$ cat config.mk
export PLATFORM = sky130hd
export DESIGN_NAME = direction_input_ctrl
export DESIGN_NICKNAME = d
export VERILOG_FILES = /design/src/rtl/direction_input_ctrl_pkg.sv /design/src/rtl/direction_input_ctrl_button_debouncer.sv /design/src/rtl/direction_input_ctrl.sv
export SDC_FILE = /design/constraint.sdc
export NUM_CORES = 1
export LEC_CHECK = 0
export BUFFER_PORTS_ARGS = -buffer_cell sky130_fd_sc_hd__buf_2
export CELL_PAD_IN_SITES_DETAIL_PLACEMENT = 2
export CELL_PAD_IN_SITES_GLOBAL_PLACEMENT = 2
export CORE_ASPECT_RATIO = 0.6
export CORE_MARGIN = 5
export CORE_UTILIZATION = 39
export DETAILED_ROUTE_END_ITERATION = 7
export PLACE_DENSITY_LB_ADDON = 0.2
export SYNTH_ARGS = -nofsm -noshare
export SYNTH_HDL_FRONTEND = slang
export SYNTH_SLANG_ARGS = --single-unit
$ cat constraint.sdc
create_clock -name CLK -period 4.8 [get_ports CLK]
set_input_delay 0.48 -clock CLK [delete_from_list [all_inputs] [get_ports CLK]]
set_output_delay 0.48 -clock CLK [all_outputs]
set_load 0.005 [all_outputs]
$ cat src/rtl/direction_input_ctrl_pkg.sv
// Shared snake heading encodings and helpers for the direction input path.
// The movement logic imports the same definitions.
package direction_input_ctrl_pkg;

    localparam logic [1:0] DIR_UP    = 2'b00;
    localparam logic [1:0] DIR_RIGHT = 2'b01;
    localparam logic [1:0] DIR_DOWN  = 2'b10;
    localparam logic [1:0] DIR_LEFT  = 2'b11;

    typedef struct packed {
        logic       valid;
        logic [1:0] dir;
    } dir_req_t;

    // Opposite heading: flipping the top bit swaps up/down and right/left.
    function automatic logic [1:0] reverse_dir(input logic [1:0] dir);
        return dir ^ 2'b10;
    endfunction

endpackage

$ cat src/rtl/direction_input_ctrl_button_debouncer.sv
// One push-button: 2-flop synchroniser, sample-paced stability counter,
// debounced level and a single-cycle press pulse on the accepted 0->1 flip.
module button_debouncer #(
    parameter int unsigned DEBOUNCE_SAMPLES = 4
) (
    input  logic CLK,
    input  logic RESET,
    input  logic SAMPLE_TICK,
    input  logic btn_raw,
    output logic btn_level,
    output logic press
);

    localparam logic [3:0] CNT_LAST = 4'(DEBOUNCE_SAMPLES - 1);

    logic       sync1_r;
    logic       sync2_r;
    logic       level_r;
    logic [3:0] cnt_r;
    logic       differ_s;
    logic       flip_s;

    // Flip decision; press is combinational so the consumer sees it on the flip edge.
    always_comb begin
        differ_s = (sync2_r != level_r);
        flip_s   = SAMPLE_TICK && differ_s && (cnt_r == CNT_LAST);
    end

    // Synchroniser, stability counter and debounced level.
    always_ff @(posedge CLK) begin
        if (RESET) begin
            sync1_r <= 1'b0;
            sync2_r <= 1'b0;
            level_r <= 1'b0;
            cnt_r   <= 4'd0;
        end else begin
            sync1_r <= btn_raw;
            sync2_r <= sync1_r;
            if (SAMPLE_TICK) begin
                if (!differ_s) begin
                    cnt_r <= 4'd0;
                end else if (cnt_r == CNT_LAST) begin
                    level_r <= ~level_r;
                    cnt_r   <= 4'd0;
                end else begin
                    cnt_r <= cnt_r + 4'd1;
                end
            end
        end
    end

    assign btn_level = level_r;
    assign press     = flip_s && !level_r;

endmodule

$ cat src/rtl/direction_input_ctrl.sv
// Turns four raw buttons into a committed snake heading: debounce, priority
// select, reversal filtering against the committed heading, commit on step.
module direction_input_ctrl
    import direction_input_ctrl_pkg::*;
#(
    parameter int unsigned DEBOUNCE_SAMPLES = 4,
    parameter logic [1:0]  RESET_DIR        = 2'b01
) (
    input  logic       CLK,
    input  logic       RESET,
    input  logic       SAMPLE_TICK,
    input  logic       MOVE_TICK,
    input  logic       BTN_U,
    input  logic       BTN_D,
    input  logic       BTN_L,
    input  logic       BTN_R,
    output logic [1:0] DIRECTION,
    output logic       DIR_CHANGED,
    output logic [3:0] BTN_STATE
);

    logic [3:0] raw_s;
    logic [3:0] level_s;
    logic [3:0] press_s;
    dir_req_t   req_s;
    logic       accept_s;
    logic [1:0] pend_next_s;
    logic [1:0] pend_r;
    logic [1:0] dir_r;
    logic       changed_r;

    assign raw_s = {BTN_U, BTN_D, BTN_L, BTN_R};

    for (genvar i = 0; i < 4; i++) begin : g_btn
        button_debouncer #(
            .DEBOUNCE_SAMPLES(DEBOUNCE_SAMPLES)
        ) u_deb (
            .CLK        (CLK),
            .RESET      (RESET),
            .SAMPLE_TICK(SAMPLE_TICK),
            .btn_raw    (raw_s[i]),
            .btn_level  (level_s[i]),
            .press      (press_s[i])
        );
    end

    // Priority U > D > L > R, then filter against the committed heading (not P).
    always_comb begin
        req_s = '{valid: 1'b0, dir: DIR_UP};
        if (press_s[3]) begin
            req_s = '{valid: 1'b1, dir: DIR_UP};
        end else if (press_s[2]) begin
            req_s = '{valid: 1'b1, dir: DIR_DOWN};
        end else if (press_s[1]) begin
            req_s = '{valid: 1'b1, dir: DIR_LEFT};
        end else if (press_s[0]) begin
            req_s = '{valid: 1'b1, dir: DIR_RIGHT};
        end else begin
            req_s = '{valid: 1'b0, dir: DIR_UP};
        end
        accept_s = req_s.valid && (req_s.dir != reverse_dir(dir_r));
        if (accept_s) begin
            pend_next_s = req_s.dir;
        end else begin
            pend_next_s = pend_r;
        end
    end

    // Pending request, committed heading and change pulse.
    always_ff @(posedge CLK) begin
        if (RESET) begin
            pend_r    <= RESET_DIR;
            dir_r     <= RESET_DIR;
            changed_r <= 1'b0;
        end else begin
            pend_r <= pend_next_s;
            if (MOVE_TICK) begin
                dir_r     <= pend_next_s;
                changed_r <= (pend_next_s != dir_r);
            end else begin
                changed_r <= 1'b0;
            end
        end
    end

    assign DIRECTION   = dir_r;
    assign DIR_CHANGED = changed_r;
    assign BTN_STATE   = level_s;

endmodule

## After elaboration in Yosys (flattened, before gate mapping)

Cells that the tools add are included.

- Add/sub/neg operators: 4
- Equal/unequal tests: 10
- Mux-type cells: 13
- Bitwise logic cells: 6
- Reduce and logical (&&, ||, !) cells: 22

Operators with widths:

| cell | number |
|---|---|
| 4-bit 2-to-1 mux | 8 |
| 4-bit by 1-bit adder with 4-bit output (second input constant) | 4 |
| 4-bit by 2-bit == test with 1-bit output (second input constant) | 4 |
| 1-bit logical AND | 13 |
| 3-bit 2-to-1 mux | 4 |
| 3-bit AND reduction | 4 |
| 1-bit NOT | 6 |
| 1-bit zero test | 4 |
| 1-bit != test | 4 |
| 2-bit != test | 2 |
| 2-bit 2-to-1 mux | 1 |
| 2-bit OR reduction | 1 |

- Register bits after elaboration: 33
- Input bits: 8
- Output and inout port bits: 7
- Word-level logic and storage cells: 74

## Longest topological paths before layout

Gate-level depths: netlist of the first run.

- Depth after elaboration: 12
- Mapped depth: 7
- Depth with buffers taken out: 7

## Modules after synthesis

From an unflattened synthesis of the first run, not the netlist that was laid out.

- Cells, all modules: 180
- Area, all modules: 1,670.4 µm²

By module, submodules not included:

| module | times used | cells an instance | area each (µm²) | sequential area each (µm²) |
|---|---|---|---|---|
| button_debouncer | 4 | 34 | 322.8 | 140.1 |
| direction_input_ctrl | 1 | 44 | 379.1 | 100.1 |

## Least setup slack after synthesis of the first run

No wires, ideal clock.

- Path kind: input -> register
- From: in SAMPLE_TICK
- To: reg pend_r[0]
- Setup time: 0.120 ns
- Data arrival time: 1.637 ns
- Required time: 4.680 ns
- Path slack: 3.043 ns
- Cell stages on the path: 6
- Buffers on the path: 1
- Cells stage by stage: buf_4 nand4bb_4 nor3b_4 mux2i_1 o221ai_2 or2_1

- Cells in the longest elaborated chain, start to end: 10
- Elaborated cells on any way between the ends: 19
- Those cells by class: eq/ne: 1; mux: 5; reduce/logical: 13

Ends and longest elaborated chain:

| element | line | text |
|---|---|---|
| start: declaration | direction_input_ctrl.sv:11 | `input logic SAMPLE_TICK,` |
| 1-bit logical AND (2 in a row) | direction_input_ctrl_button_debouncer.sv:26 | `flip_s = SAMPLE_TICK && differ_s && (cnt_r == CNT_LAST);` |
| 1-bit logical AND | direction_input_ctrl_button_debouncer.sv:53 | `assign press = flip_s && !level_r;` |
| 3-bit 2-to-1 mux | direction_input_ctrl.sv:56 | `end else if (press_s[0]) begin` |
| 3-bit 2-to-1 mux | direction_input_ctrl.sv:54 | `end else if (press_s[1]) begin` |
| 3-bit 2-to-1 mux | direction_input_ctrl.sv:52 | `end else if (press_s[2]) begin` |
| 3-bit 2-to-1 mux * | direction_input_ctrl.sv:50 | `if (press_s[3]) begin` |
| 2-bit != test | direction_input_ctrl.sv:61 | `accept_s = req_s.valid && (req_s.dir != reverse_dir(dir_r));` |
| 1-bit logical AND | direction_input_ctrl.sv:61 |  |
| 2-bit 2-to-1 mux * | direction_input_ctrl.sv:62 | `if (accept_s) begin` |
| end signal: assignment | direction_input_ctrl.sv:76 | `pend_r <= pend_next_s;` |
| end: declaration | direction_input_ctrl.sv:28 | `logic [1:0] pend_r;` |

Mark *: on every way between the ends. The rest lies on a longest branch, timed or not.
A chain may end at the register's enable or synchronous reset.

## Worst setup path in the final report of the first run

- From: in SAMPLE_TICK
- To: reg dir_r[1], in the netlist DIRECTION[1]

- Cells in the longest elaborated chain, start to end: 10
- Elaborated cells on any way between the ends: 19
- Those cells by class: eq/ne: 1; mux: 5; reduce/logical: 13

Ends and longest elaborated chain:

| element | line | text |
|---|---|---|
| 1-bit logical AND (2 in a row) | direction_input_ctrl_button_debouncer.sv:26 |  |
| 1-bit logical AND | direction_input_ctrl_button_debouncer.sv:53 |  |
| 3-bit 2-to-1 mux | direction_input_ctrl.sv:56 |  |
| 3-bit 2-to-1 mux | direction_input_ctrl.sv:54 |  |
| 3-bit 2-to-1 mux | direction_input_ctrl.sv:52 |  |
| 3-bit 2-to-1 mux * | direction_input_ctrl.sv:50 |  |
| 2-bit != test | direction_input_ctrl.sv:61 |  |
| 1-bit logical AND | direction_input_ctrl.sv:61 |  |
| 2-bit 2-to-1 mux * | direction_input_ctrl.sv:62 |  |
| end signal: assignment | direction_input_ctrl.sv:78 | `dir_r <= pend_next_s;` |
| end: declaration | direction_input_ctrl.sv:29 | `logic [1:0] dir_r;` |

Marks and branches as above.

==> results.toml, run 1 <==
[logic_synthesis]
synth_top_cells_by_area = "sky130_fd_sc_hd__dfxtp_1 (39%), sky130_fd_sc_hd__nor2_1 (4.9%), sky130_fd_sc_hd__mux2i_1 (4.8%)"
dominantRegCellSynth = "sky130_fd_sc_hd__dfxtp_1"
synth.top_cell.area_share = 0.394
yosys_warnings = 0
syn_area_um2 = 1680
post_synth_num_cell_types = 43
synth-async-reset-ratio = 0
syn_nets = 195
most_instantiated_library_cell_after_synthesis = "sky130_fd_sc_hd__dfxtp_1"
synth-edff-count = 0
synth_seq_area_share = 0.394
synth-seq-cells = 33
avgSynthCellArea_um2 = 9.17
yosys-top-cells-count = "sky130_fd_sc_hd__dfxtp_1 (33), sky130_fd_sc_hd__nor2_1 (22), sky130_fd_sc_hd__nor2b_1 (12), sky130_fd_sc_hd__nand2_1 (10), sky130_fd_sc_hd__a21oi_1 (9)"
synth.largest_area_cell = "sky130_fd_sc_hd__dfxtp_1"
syn_inst = 183

[timing]
timing.setup.tns_ps = 0
setup_repair_after_global_routing_missed_its_margin = "no"
finalCritPeriodShare = 0.429
setup_viol = 0
hold_viol_final = 0
timing.slew.headroom = 0.554
worstMarginPinSlew_ps = 669
final-max-slew-violation-count = 0
maxClockFrequency_mhz = 486
setup_ws_ps = 2740
finalCriticalPeriod_ps = 2060
skew_ps = 8.16

[layout]
num-nets-final = 204
fraction_of_final_layout_cells_with_drive_strength_greater_than_1 = 0.171
final_cell_area_excluding_filler_cells_um2 = 1860
antenna_cells = 0
synthToLayoutAreaGrowth_pct = 10.8

[routing]
met2_length_mm = 2.01
wl_per_cell_um = 16.8
ant_nets = 0
firstDrtPassIters = 4
drc = 0
wl_met3_um = 167
vias = 1344
routedLengthMet1_mm = 1.98
top_layer_used = "met4"
finalWirelength_mm = 4.24
vias_per_cell = 5.31
drt_iter0_drc = 42

[clock_tree]
cts_tree = "done"
ctsRootBufferMaster = "sky130_fd_sc_hd__clkbuf_8"
cts-resized-gates = 0
post-cts-setup-buffers = 0
hold_buffers = 0
worst_skew_pair.late_latency_ps = 290
cts.clk_slew.worst_paths_ps = 70
cts_num_sinks = 33
ctsHtreeMaxLevel = 2
total_clock_buffers_created_by_cts = 5
cts_buffer_depth = 2

[floorplan]
fp.dieArea_um2 = 5760
row_count = 18
fp.dieH_um = 60.8
die-width_um = 94.7
design.core.area_um2 = 4120
top_level_ports = 15
initial_utilization = 0.407

[worst_setup_path]
timing.setup.critical_path_class = "input port to register"
critPathArrivalTime_ps = 2220
worst_setup_path_start_kind = "input port"
cp.required_ps = 4960
worstSetupEndpointType = "register"
crit_path_max_fanout = 37

[place]
dp_hpwl_mm = 3.08
globalplace.congestion = 0.755
place_area_um2 = 1760
port_buffers = 14
worst_case_setup_slack_after_placement_ps = 2430

[grt]
grt_max_degree = 38
antenna_found_initial = 0
globalRouteOverflowTotal = 0
first_global_vias = 1481
grt_first_pass_wirelength_mm = 7.13
grt_use_total = 0.168

[run]
max-cap-violations = 0

[power]
powerDensity_nw_per_um2 = 297
irDropWorstVdd_v = 0.000183
cellLeakagePower_nw = 0.796

[status]
run_status = "complete, no violations"

[worst_hold_path]
min_path_type = "input port to register"
per-layer routing:
| layer | vias up | track usage |
|---|---|---|
| met4 | 0 | 0.0883 |
| met1 | 658 | 0.196 |
| met5 | - | 0 |
| met3 | 10 | 0.0496 |
| met2 | 20 | 0.286 |
| li1 | 656 | - |
layout make-up:
class / instances / area (um^2)
flip-flops and latches: 33 / 661
inverters: 6 / 22.5
clock inverters: 1 / 5.00
well taps: 60 / 75.1
multi-input cells: 132 / 930
fillers: 480 / 2260
clock buffers: 7 / 96.3
repair buffers: 14 / 70.1
path summary, 6_finish.rpt:
path                                               from                endpoint  slack (ps)  cells past startpoint
worst max-delay path                        SAMPLE_TICK            DIRECTION[1]        2740                      7
worst min-delay path                              BTN_U  g_btn[3].u_deb.sync1_r         390                      2
worst max register to register  g_btn[2].u_deb.cnt_r[0]             DIR_CHANGED        2760                      7
worst min register to register   g_btn[1].u_deb.sync1_r  g_btn[1].u_deb.sync2_r         460                      1
kinds of logic after synthesis:
kind of cell | Yosys count | synth area share
xor gates and xnor gates | 7 | 0.0365
buffers and inverters | 18 | 0.0522
and+or+nand+nor | 78 | 0.289
DFF | 33 | 0.394
adders and majority gates | 4 | 0.0298
muxes | 11 | 0.0679
AOI/OAI and AO/OA | 32 | 0.131
registers in the layout, indices dropped and copies added (netlist names):
register	count
g_btn.u_deb.cnt_r	16
g_btn.u_deb.btn_level	4
pend_r	2
DIRECTION	2
g_btn.u_deb.sync2_r	4
g_btn.u_deb.sync1_r	4
DIR_CHANGED	1
power by group:
part / switching [W] / internal (W) / leakage (nW)
combinational: 0.0000198 / 0.0000121 / 0.473
clock: 0.000106 / 0.000130 / 0.0542
sequential: 0.00000528 / 0.000279 / 0.268
worst max-delay path, cell delays in order:
cell and delay (ps):
sky130_fd_sc_hd__buf_2 520, sky130_fd_sc_hd__nand4bb_4 190, sky130_fd_sc_hd__nor3b_4 370, sky130_fd_sc_hd__a31oi_2 110, sky130_fd_sc_hd__a32o_1 240, sky130_fd_sc_hd__a22oi_1 200
sky130_fd_sc_hd__a211oi_1 100
layout by cell type, fill, tap and decap left out, types with 2 or more instances in the layout:
master                      n
sky130_fd_sc_hd__nor2b_1   12
sky130_fd_sc_hd__nand4b_1   2
sky130_fd_sc_hd__nor3b_2    2
sky130_fd_sc_hd__mux2_2     2
sky130_fd_sc_hd__inv_1      6
sky130_fd_sc_hd__a32oi_1    2
sky130_fd_sc_hd__and3_1     4
sky130_fd_sc_hd__nand2_1   10
sky130_fd_sc_hd__ha_1       4
sky130_fd_sc_hd__a21oi_1    9
sky130_fd_sc_hd__nor3_1     3
sky130_fd_sc_hd__clkbuf_8   7
sky130_fd_sc_hd__nand3_1    7
sky130_fd_sc_hd__xor2_1     4
sky130_fd_sc_hd__xnor2_1    3
sky130_fd_sc_hd__nor3b_4    2
sky130_fd_sc_hd__buf_2     14
sky130_fd_sc_hd__a22oi_1    3
sky130_fd_sc_hd__nor2_1    22
sky130_fd_sc_hd__mux2i_1    8
sky130_fd_sc_hd__nand2b_1   6
sky130_fd_sc_hd__o21ai_0    8
sky130_fd_sc_hd__dfxtp_1   33
metrics by stage:
step / instances / hold slack [ps] / power [W] / util
2_1_floorplan: 183 / 414 / 0.000311 / -
4_1_cts: 253 / 391 / 0.000560 / 0.451
3_5_place_dp: 245 / 455 / 0.000322 / 0.427
3_3_place_gp: 245 / 423 / 0.000319 / 0.427
6_report: 253 / 393 / 0.000551 / 0.451
5_1_grt: 253 / 398 / 0.000579 / 0.451
Power figures use the tool's default switching activity.
==> run 2: changes to the inputs <==
--- a/config.mk
+++ b/config.mk
@@ -5,12 +5,13 @@
 export SDC_FILE = /design/constraint.sdc
 export NUM_CORES = 1
 export LEC_CHECK = 0
+export ABC_AREA = 1
 export BUFFER_PORTS_ARGS = -buffer_cell sky130_fd_sc_hd__buf_2
 export CELL_PAD_IN_SITES_DETAIL_PLACEMENT = 2
 export CELL_PAD_IN_SITES_GLOBAL_PLACEMENT = 2
 export CORE_ASPECT_RATIO = 0.6
 export CORE_MARGIN = 5
-export CORE_UTILIZATION = 39
+export CORE_UTILIZATION = 34
 export DETAILED_ROUTE_END_ITERATION = 7
 export PLACE_DENSITY_LB_ADDON = 0.2
 export SYNTH_ARGS = -nofsm -noshare
==> constraint.sdc (replaced) <==
create_clock -name CLK -period 2.05 [get_ports CLK]
set_input_delay 0.205 -clock CLK [delete_from_list [all_inputs] [get_ports CLK]]
set_output_delay 0.205 -clock CLK [all_outputs]
set_load 0.005 [all_outputs]
==> run 2 against run 1 <==
Compared with the run above:
- worst setup slack got worse by 2600 ps
- area after synthesis fell by 4.3%
- count of clock-buffer cells in the layout fell by 1
- routed wire length rose by 9.0%
- clock skew rose by 1.3 ps
- global-route usage fell by 0.99 points
- non-clock buffer count rose by 7
- flip-flop and latch count did not move
- core utilization fell by 3.5 points
- first-iteration DRC count fell by 45%
- critical path type is now register to register
- critical endpoint unchanged
- largest cell class unchanged
==> results.toml, run 2 <==
[worst_setup_path]
cp.required_ps = 2240
cpLargestDelayFamily = "simple AND/OR/NAND/NOR gates"
cp_cell_sequence = "ha_4 > nand3_2 > inv_2 > nand4_1 > nand2_1 > nand2_1 > nand2_2 > nand3_4 > nand2_4 > nand2_1 > nand2_1 > nand2_1 > o211ai_2 > inv_2"
cp-startpoint = "g_btn[1].u_deb.cnt_r[0]"
cp_num_cells = 14
timing.setup.critical_path_class = "register to register"
worst_setup_path_endpoint = "DIRECTION[1]"
critPathMostFrequentCell = "sky130_fd_sc_hd__nand2_1"
worstSetupEndpointType = "register"
critical_path.reg2reg.endpoint = "DIRECTION[1]"
cp_num_buf_inv = 2
worst_path_max_delay_cell = "sky130_fd_sc_hd__dfxtp_1"
timing.rr.start = "g_btn[1].u_deb.cnt_r[0]"
r2r_setup_slack_ps = 140
critPathArrivalTime_ps = 2100
worst_setup_path_start_kind = "register"
rr_worst_depth = 14
crit_path_max_fanout = 6
critical-path-max-stage-delay_ps = 410

[place]
port_buffers = 14
dp_hpwl_mm = 3.49
place_area_um2 = 1730
globalplace.congestion = 0.738
placed_cells = 282

[logic_synthesis]
syn_inst = 210
yosys-top-cells-count = "sky130_fd_sc_hd__nand2_1 (45), sky130_fd_sc_hd__dfxtp_1 (33), sky130_fd_sc_hd__inv_1 (25), sky130_fd_sc_hd__nand3_1 (18), sky130_fd_sc_hd__nor2_1 (17)"
synth_top_cells_by_area = "sky130_fd_sc_hd__dfxtp_1 (41%), sky130_fd_sc_hd__nand2_1 (11%), sky130_fd_sc_hd__inv_1 (5.8%)"
avgSynthCellArea_um2 = 7.64
syn_nets = 222
dominantRegCellSynth = "sky130_fd_sc_hd__dfxtp_1"
synth-async-reset-ratio = 0
yosys_warnings = 0
synth.largest_area_cell = "sky130_fd_sc_hd__dfxtp_1"
post_synth_num_cell_types = 30
syn_area_um2 = 1610
synth-seq-cells = 33
most_instantiated_library_cell_after_synthesis = "sky130_fd_sc_hd__nand2_1"
synth_seq_area_share = 0.412
synth-edff-count = 0
synth.top_cell.area_share = 0.412

[power]
report.power.total_w = 0.00140
switching_power_share_of_the_total = 0.233
cellLeakagePower_nw = 0.804
powerDensity_nw_per_um2 = 739
share_clk_of_total_power = 0.471
logic_gate_share_of_total_power = 0.056
share_seq_of_total_power = 0.473
switching_power_w = 0.000327
irDropWorstVdd_v = 0.000276
p_int_w = 0.00108

[layout]
final_cell_area_excluding_filler_cells_um2 = 1900
num-nets-final = 242
synthToLayoutAreaGrowth_pct = 18.3
top_register = "g_btn.u_deb.cnt_r"
layout.cells.most_common = "sky130_fd_sc_hd__nand2_1"
antenna_cells = 0
largest_reg_flops = 16
fraction_of_final_layout_cells_with_drive_strength_greater_than_1 = 0.238
most-common-layout-cells = "sky130_fd_sc_hd__nand2_1 (45), sky130_fd_sc_hd__dfxtp_1 (30), sky130_fd_sc_hd__inv_1 (25)"
layoutNonFillerInstCount = 294

[routing]
firstDrtPassIters = 4
drc = 0
wl_per_cell_um = 15.7
ant_nets = 0
finalWirelength_mm = 4.62
drt_iter0_drc = 23
vias_per_cell = 4.84
vias = 1424

[clock_tree]
ctsRootBufferMaster = "sky130_fd_sc_hd__clkbuf_8"
cts.clk_slew.worst_paths_ps = 80
cts_num_sinks = 33
cts_buffer_depth = 2
hold_buffers = 0
total_clock_buffers_created_by_cts = 5
worst_skew_pair.late_latency_ps = 290
ctsHtreeMaxLevel = 2
cts_tree = "done"

[floorplan]
row_count = 19
fp.dieArea_um2 = 6240
fp.dieH_um = 63.2
design.core.area_um2 = 4560
initial_utilization = 0.352
die-width_um = 98.7
top_level_ports = 15

[timing]
timing.setup.tns_ps = 0
finalCritPeriodShare = 0.931
final-max-slew-violation-count = 0
worstMarginPinSlew_ps = 339
hold_viol_final = 0
skew_ps = 9.46
timing.slew.headroom = 0.774
maxClockFrequency_mhz = 524
setup_viol = 0
finalCriticalPeriod_ps = 1910

[grt]
first_global_vias = 1626
globalRouteOverflowTotal = 0
grt_use_total = 0.158
grt_first_pass_wirelength_mm = 7.73
grt_max_degree = 24
antenna_found_initial = 0

[status]
run_status = "complete, no violations"

[worst_hold_path]
min_path_type = "input port to register"

[run]
max-cap-violations = 0
[run 2: cell count changes after synthesis, moves of 3 or more]
| cell | previous run | this run |
|---|---|---|
| sky130_fd_sc_hd__nand2_1 | 10 | 45 |
| sky130_fd_sc_hd__inv_1 | 6 | 25 |
| sky130_fd_sc_hd__nor2b_1 | 12 | 0 |
| sky130_fd_sc_hd__nand3_1 | 7 | 18 |
| sky130_fd_sc_hd__mux2i_1 | 8 | 0 |
| sky130_fd_sc_hd__a21oi_1 | 9 | 16 |
| sky130_fd_sc_hd__nand2b_1 | 6 | 0 |
| sky130_fd_sc_hd__inv_2 | 0 | 5 |
| sky130_fd_sc_hd__nand2_2 | 0 | 5 |
| sky130_fd_sc_hd__nor2_1 | 22 | 17 |
| sky130_fd_sc_hd__o21ai_0 | 8 | 3 |
| sky130_fd_sc_hd__a22oi_1 | 3 | 0 |
| sky130_fd_sc_hd__and3_1 | 4 | 1 |
| sky130_fd_sc_hd__clkbuf_1 | 6 | 3 |
[run 2: cell type report]
type / instances / area, um^2
Multi-Input combinational cell: 138 / 797
Sequential cell: 33 / 664
Clock buffer: 6 / 82.6
Clock inverter: 2 / 37.5
Inverter: 31 / 116
Timing Repair Buffer: 21 / 123
Fill cell: 547 / 2670
Tap cell: 63 / 78.8
[run 2: routing by layer]
metal / wire (um) / GRT usage / vias to the layer above
met5: 0 / 0 / -
met1: 2050 / 0.175 / 699
met2: 2390 / 0.289 / 13
li1: - / - / 706
met4: 57 / 0.0579 / 0
met3: 120 / 0.0452 / 6
[run 2: power groups by stage]
| stage | logic [W] | registers [W] | clock network [W] |
|---|---|---|---|
| after CTS | 0.0000801 | 0.000664 | 0.000670 |
| after detailed placement | 0.0000793 | 0.000678 | 0 |
| after global routing | 0.0000885 | 0.000666 | 0.000702 |
| after floorplan | 0.0000469 | 0.000676 | 0 |
| after global placement | 0.0000726 | 0.000678 | 0 |
| final | 0.0000788 | 0.000664 | 0.000660 |
[run 2: kinds of logic after synthesis]
group / synth area share
AND/OR/NAND/NOR: 0.319
adder cells (fa/ha/maj): 0.0312
AO/OA/AOI/OAI: 0.0865
flip-flops: 0.412
buffers and inverters: 0.103
XOR/XNOR: 0.0491
[run 2: worst min path at each step]
stage	from	to	slack, ps	cells after the start
3_3_place_gp	g_btn[0].u_deb.sync1_r	g_btn[0].u_deb.sync2_r	390	2
6_report	BTN_R	g_btn[0].u_deb.sync1_r	120	3
4_1_cts	BTN_L	g_btn[1].u_deb.sync1_r	110	3
5_1_grt	BTN_L	g_btn[1].u_deb.sync1_r	120	3
2_1_floorplan	RESET	g_btn[1].u_deb.cnt_r[0]	280	1
3_5_place_dp	g_btn[3].u_deb.sync1_r	g_btn[3].u_deb.sync2_r	410	2
[run 2: what timing repair did]
action,in CTS,in global routing
endpoints found under the setup margin,0,3
gates resized for setup,0,7
buffers inserted,0,4
[run 2: per-stage QoR]
step	hold slack, ps	setup slack (ps)	utilization
2_1_floorplan	283	432	-
3_3_place_gp	392	244	0.379
3_5_place_dp	408	127	0.379
4_1_cts	112	103	0.405
5_1_grt	121	-33.6	0.416
6_report	116	142	0.416
[run 2: worst reg2reg max path, stage by stage, from the launching register on]
cell and delay [ps]:
sky130_fd_sc_hd__dfxtp_1 410, sky130_fd_sc_hd__ha_4 170, sky130_fd_sc_hd__nand3_2 100, sky130_fd_sc_hd__inv_2 70, sky130_fd_sc_hd__nand4_1 160, sky130_fd_sc_hd__nand2_1 180, sky130_fd_sc_hd__nand2_1 110, sky130_fd_sc_hd__nand2_2 90
sky130_fd_sc_hd__nand3_4 100, sky130_fd_sc_hd__nand2_4 90, sky130_fd_sc_hd__nand2_1 80, sky130_fd_sc_hd__nand2_1 80, sky130_fd_sc_hd__nand2_1 70, sky130_fd_sc_hd__o211ai_2 70, sky130_fd_sc_hd__inv_2 40
==> run 3: changes to the inputs <==
--- a/config.mk
+++ b/config.mk
@@ -6,7 +6,7 @@
 export NUM_CORES = 1
 export LEC_CHECK = 0
 export ABC_AREA = 1
-export BUFFER_PORTS_ARGS = -buffer_cell sky130_fd_sc_hd__buf_2
+export BUFFER_PORTS_ARGS = -buffer_cell sky130_fd_sc_hd__buf_4
 export CELL_PAD_IN_SITES_DETAIL_PLACEMENT = 2
 export CELL_PAD_IN_SITES_GLOBAL_PLACEMENT = 2
 export CORE_ASPECT_RATIO = 0.6
==> run 3 against run 2 <==
Compared with the run above:
- hold slack better by 5.2 ps
- non-clock buffer count is 5 lower
- critical path depth fell by 1
- via count decreased by 2.0%
- flip-flop and latch count unchanged
==> results.toml, run 3 (synthesis gave the netlist of run 2 again) <==
[status]
run_status = "complete, no violations"

[floorplan]
design.core.area_um2 = 4560
fp.dieH_um = 63.2
initial_utilization = 0.352
fp.dieArea_um2 = 6240
row_count = 19
die-width_um = 98.7
top_level_ports = 15

[worst_setup_path]
worst_setup_path_start_kind = "register"
worstSetupEndpointType = "register"
cp-startpoint = "g_btn[3].u_deb.cnt_r[1]"
cp.required_ps = 2270
crit_path_max_fanout = 7
timing.rr.start = "g_btn[3].u_deb.cnt_r[1]"
timing.setup.critical_path_class = "register to register"
critPathArrivalTime_ps = 2110

[worst_hold_path]
hold_path_startpoint = "BTN_L"
min_path_type = "input port to register"

[clock_tree]
cts_tree = "done"
worst_skew_pair.late_latency_ps = 290
total_clock_buffers_created_by_cts = 5
cts_num_sinks = 33
cts.clk_slew.worst_paths_ps = 70
hold_buffers = 0
cts_buffer_depth = 2
ctsHtreeMaxLevel = 2
ctsRootBufferMaster = "sky130_fd_sc_hd__clkbuf_8"

[place]
place_area_um2 = 1740
port_buffers = 14
placed_cells = 279
globalplace.congestion = 0.702
dp_hpwl_mm = 3.51

[routing]
vias_per_cell = 4.84
ant_nets = 0
drt_iter0_drc = 14
finalWirelength_mm = 4.53
firstDrtPassIters = 3
wl_per_cell_um = 15.7
drc = 0
vias = 1395

[layout]
largest_reg_flops = 16
top_register = "g_btn.u_deb.cnt_r"
layout.cells.most_common = "sky130_fd_sc_hd__nand2_1"
most-common-layout-cells = "sky130_fd_sc_hd__nand2_1 (43), sky130_fd_sc_hd__dfxtp_1 (30), sky130_fd_sc_hd__inv_1 (25)"
num-nets-final = 237
n_fill_cell = 547
antenna_cells = 0
final_cell_area_excluding_filler_cells_um2 = 1890
fraction_of_final_layout_cells_with_drive_strength_greater_than_1 = 0.227
multi_input_area_um2 = 802
layoutNonFillerInstCount = 288
final-seq-area_um2 = 664
synthToLayoutAreaGrowth_pct = 17.5

[timing]
setup_viol = 0
skew_ps = 5.22
worstMarginPinSlew_ps = 302
final-max-slew-violation-count = 0
finalCriticalPeriod_ps = 1890
hold_viol_final = 0
timing.setup.tns_ps = 0
finalCritPeriodShare = 0.922
timing.slew.headroom = 0.797
maxClockFrequency_mhz = 529

[grt]
grt_max_degree = 25
globalRouteOverflowTotal = 0
grt_use_total = 0.159
antenna_found_initial = 0
first_global_vias = 1581
grt_first_pass_wirelength_mm = 7.72

[run]
max-cap-violations = 0

[power]
irDropWorstVdd_v = 0.000304
powerDensity_nw_per_um2 = 711
cellLeakagePower_nw = 0.786
run 3: worst max-delay path, stage by stage (launching register included):
cell	delay, ps
sky130_fd_sc_hd__dfxtp_1	370
sky130_fd_sc_hd__ha_2	220
sky130_fd_sc_hd__nand2_2	80
sky130_fd_sc_hd__nor2_4	110
sky130_fd_sc_hd__nand4_4	150
sky130_fd_sc_hd__nand2_2	120
sky130_fd_sc_hd__nand2_1	70
sky130_fd_sc_hd__nand2_2	90
sky130_fd_sc_hd__nand3_4	120
sky130_fd_sc_hd__nand2_4	100
sky130_fd_sc_hd__nand2_1	90
sky130_fd_sc_hd__nand3_1	80
sky130_fd_sc_hd__nand2_1	90
sky130_fd_sc_hd__a21oi_2	110
run 3: through the flow:
| step | setup slack, ps | power (W) | hold slack [ps] | util |
|---|---|---|---|---|
| 2_1_floorplan | 432 | 0.000723 | 283 | - |
| 3_3_place_gp | 250 | 0.000751 | 395 | 0.381 |
| 4_1_cts | 23.9 | 0.00135 | 121 | 0.404 |
| 5_1_grt | -1.04 | 0.00140 | 118 | 0.413 |
| 3_5_place_dp | 95.9 | 0.000759 | 408 | 0.381 |
| 6_report | 161 | 0.00134 | 121 | 0.413 |
run 3: power by group:
group / internal, W / switching (W)
Clock: 0.000353 / 0.000245
Sequential: 0.000654 / 0.0000107
Combinational: 0.0000279 / 0.0000504
Total: 0.00104 / 0.000306
run 3: cell type report:
class,instances,share of cell area
tap,63,0.0418
clock inverter,2,0.0186
clock buffer,5,0.0365
sequential,33,0.352
timing repair buffer,16,0.0637
inverter,31,0.0617
multi-input combinational,138,0.425
run 3: routing by layer:
metal	track usage	wire length [um]	vias up
met1	0.172	1890	686
met4	0.0460	43	0
met5	0	0	-
met3	0.0485	132	6
met2	0.299	2460	11
li1	-	-	692
run 3: final timing paths:
check	slack (ps)	cells after the start	end
hold reg to reg	420	2	g_btn[2].u_deb.sync2_r
setup / recovery	160	13	DIR_CHANGED
hold / removal	120	3	g_btn[1].u_deb.sync1_r
setup reg to reg	160	13	DIR_CHANGED
run 3: repair_timing:
action	CTS	global route
resized for setup	0	9
endpoints found under the setup margin	0	3
buffers inserted	0	2
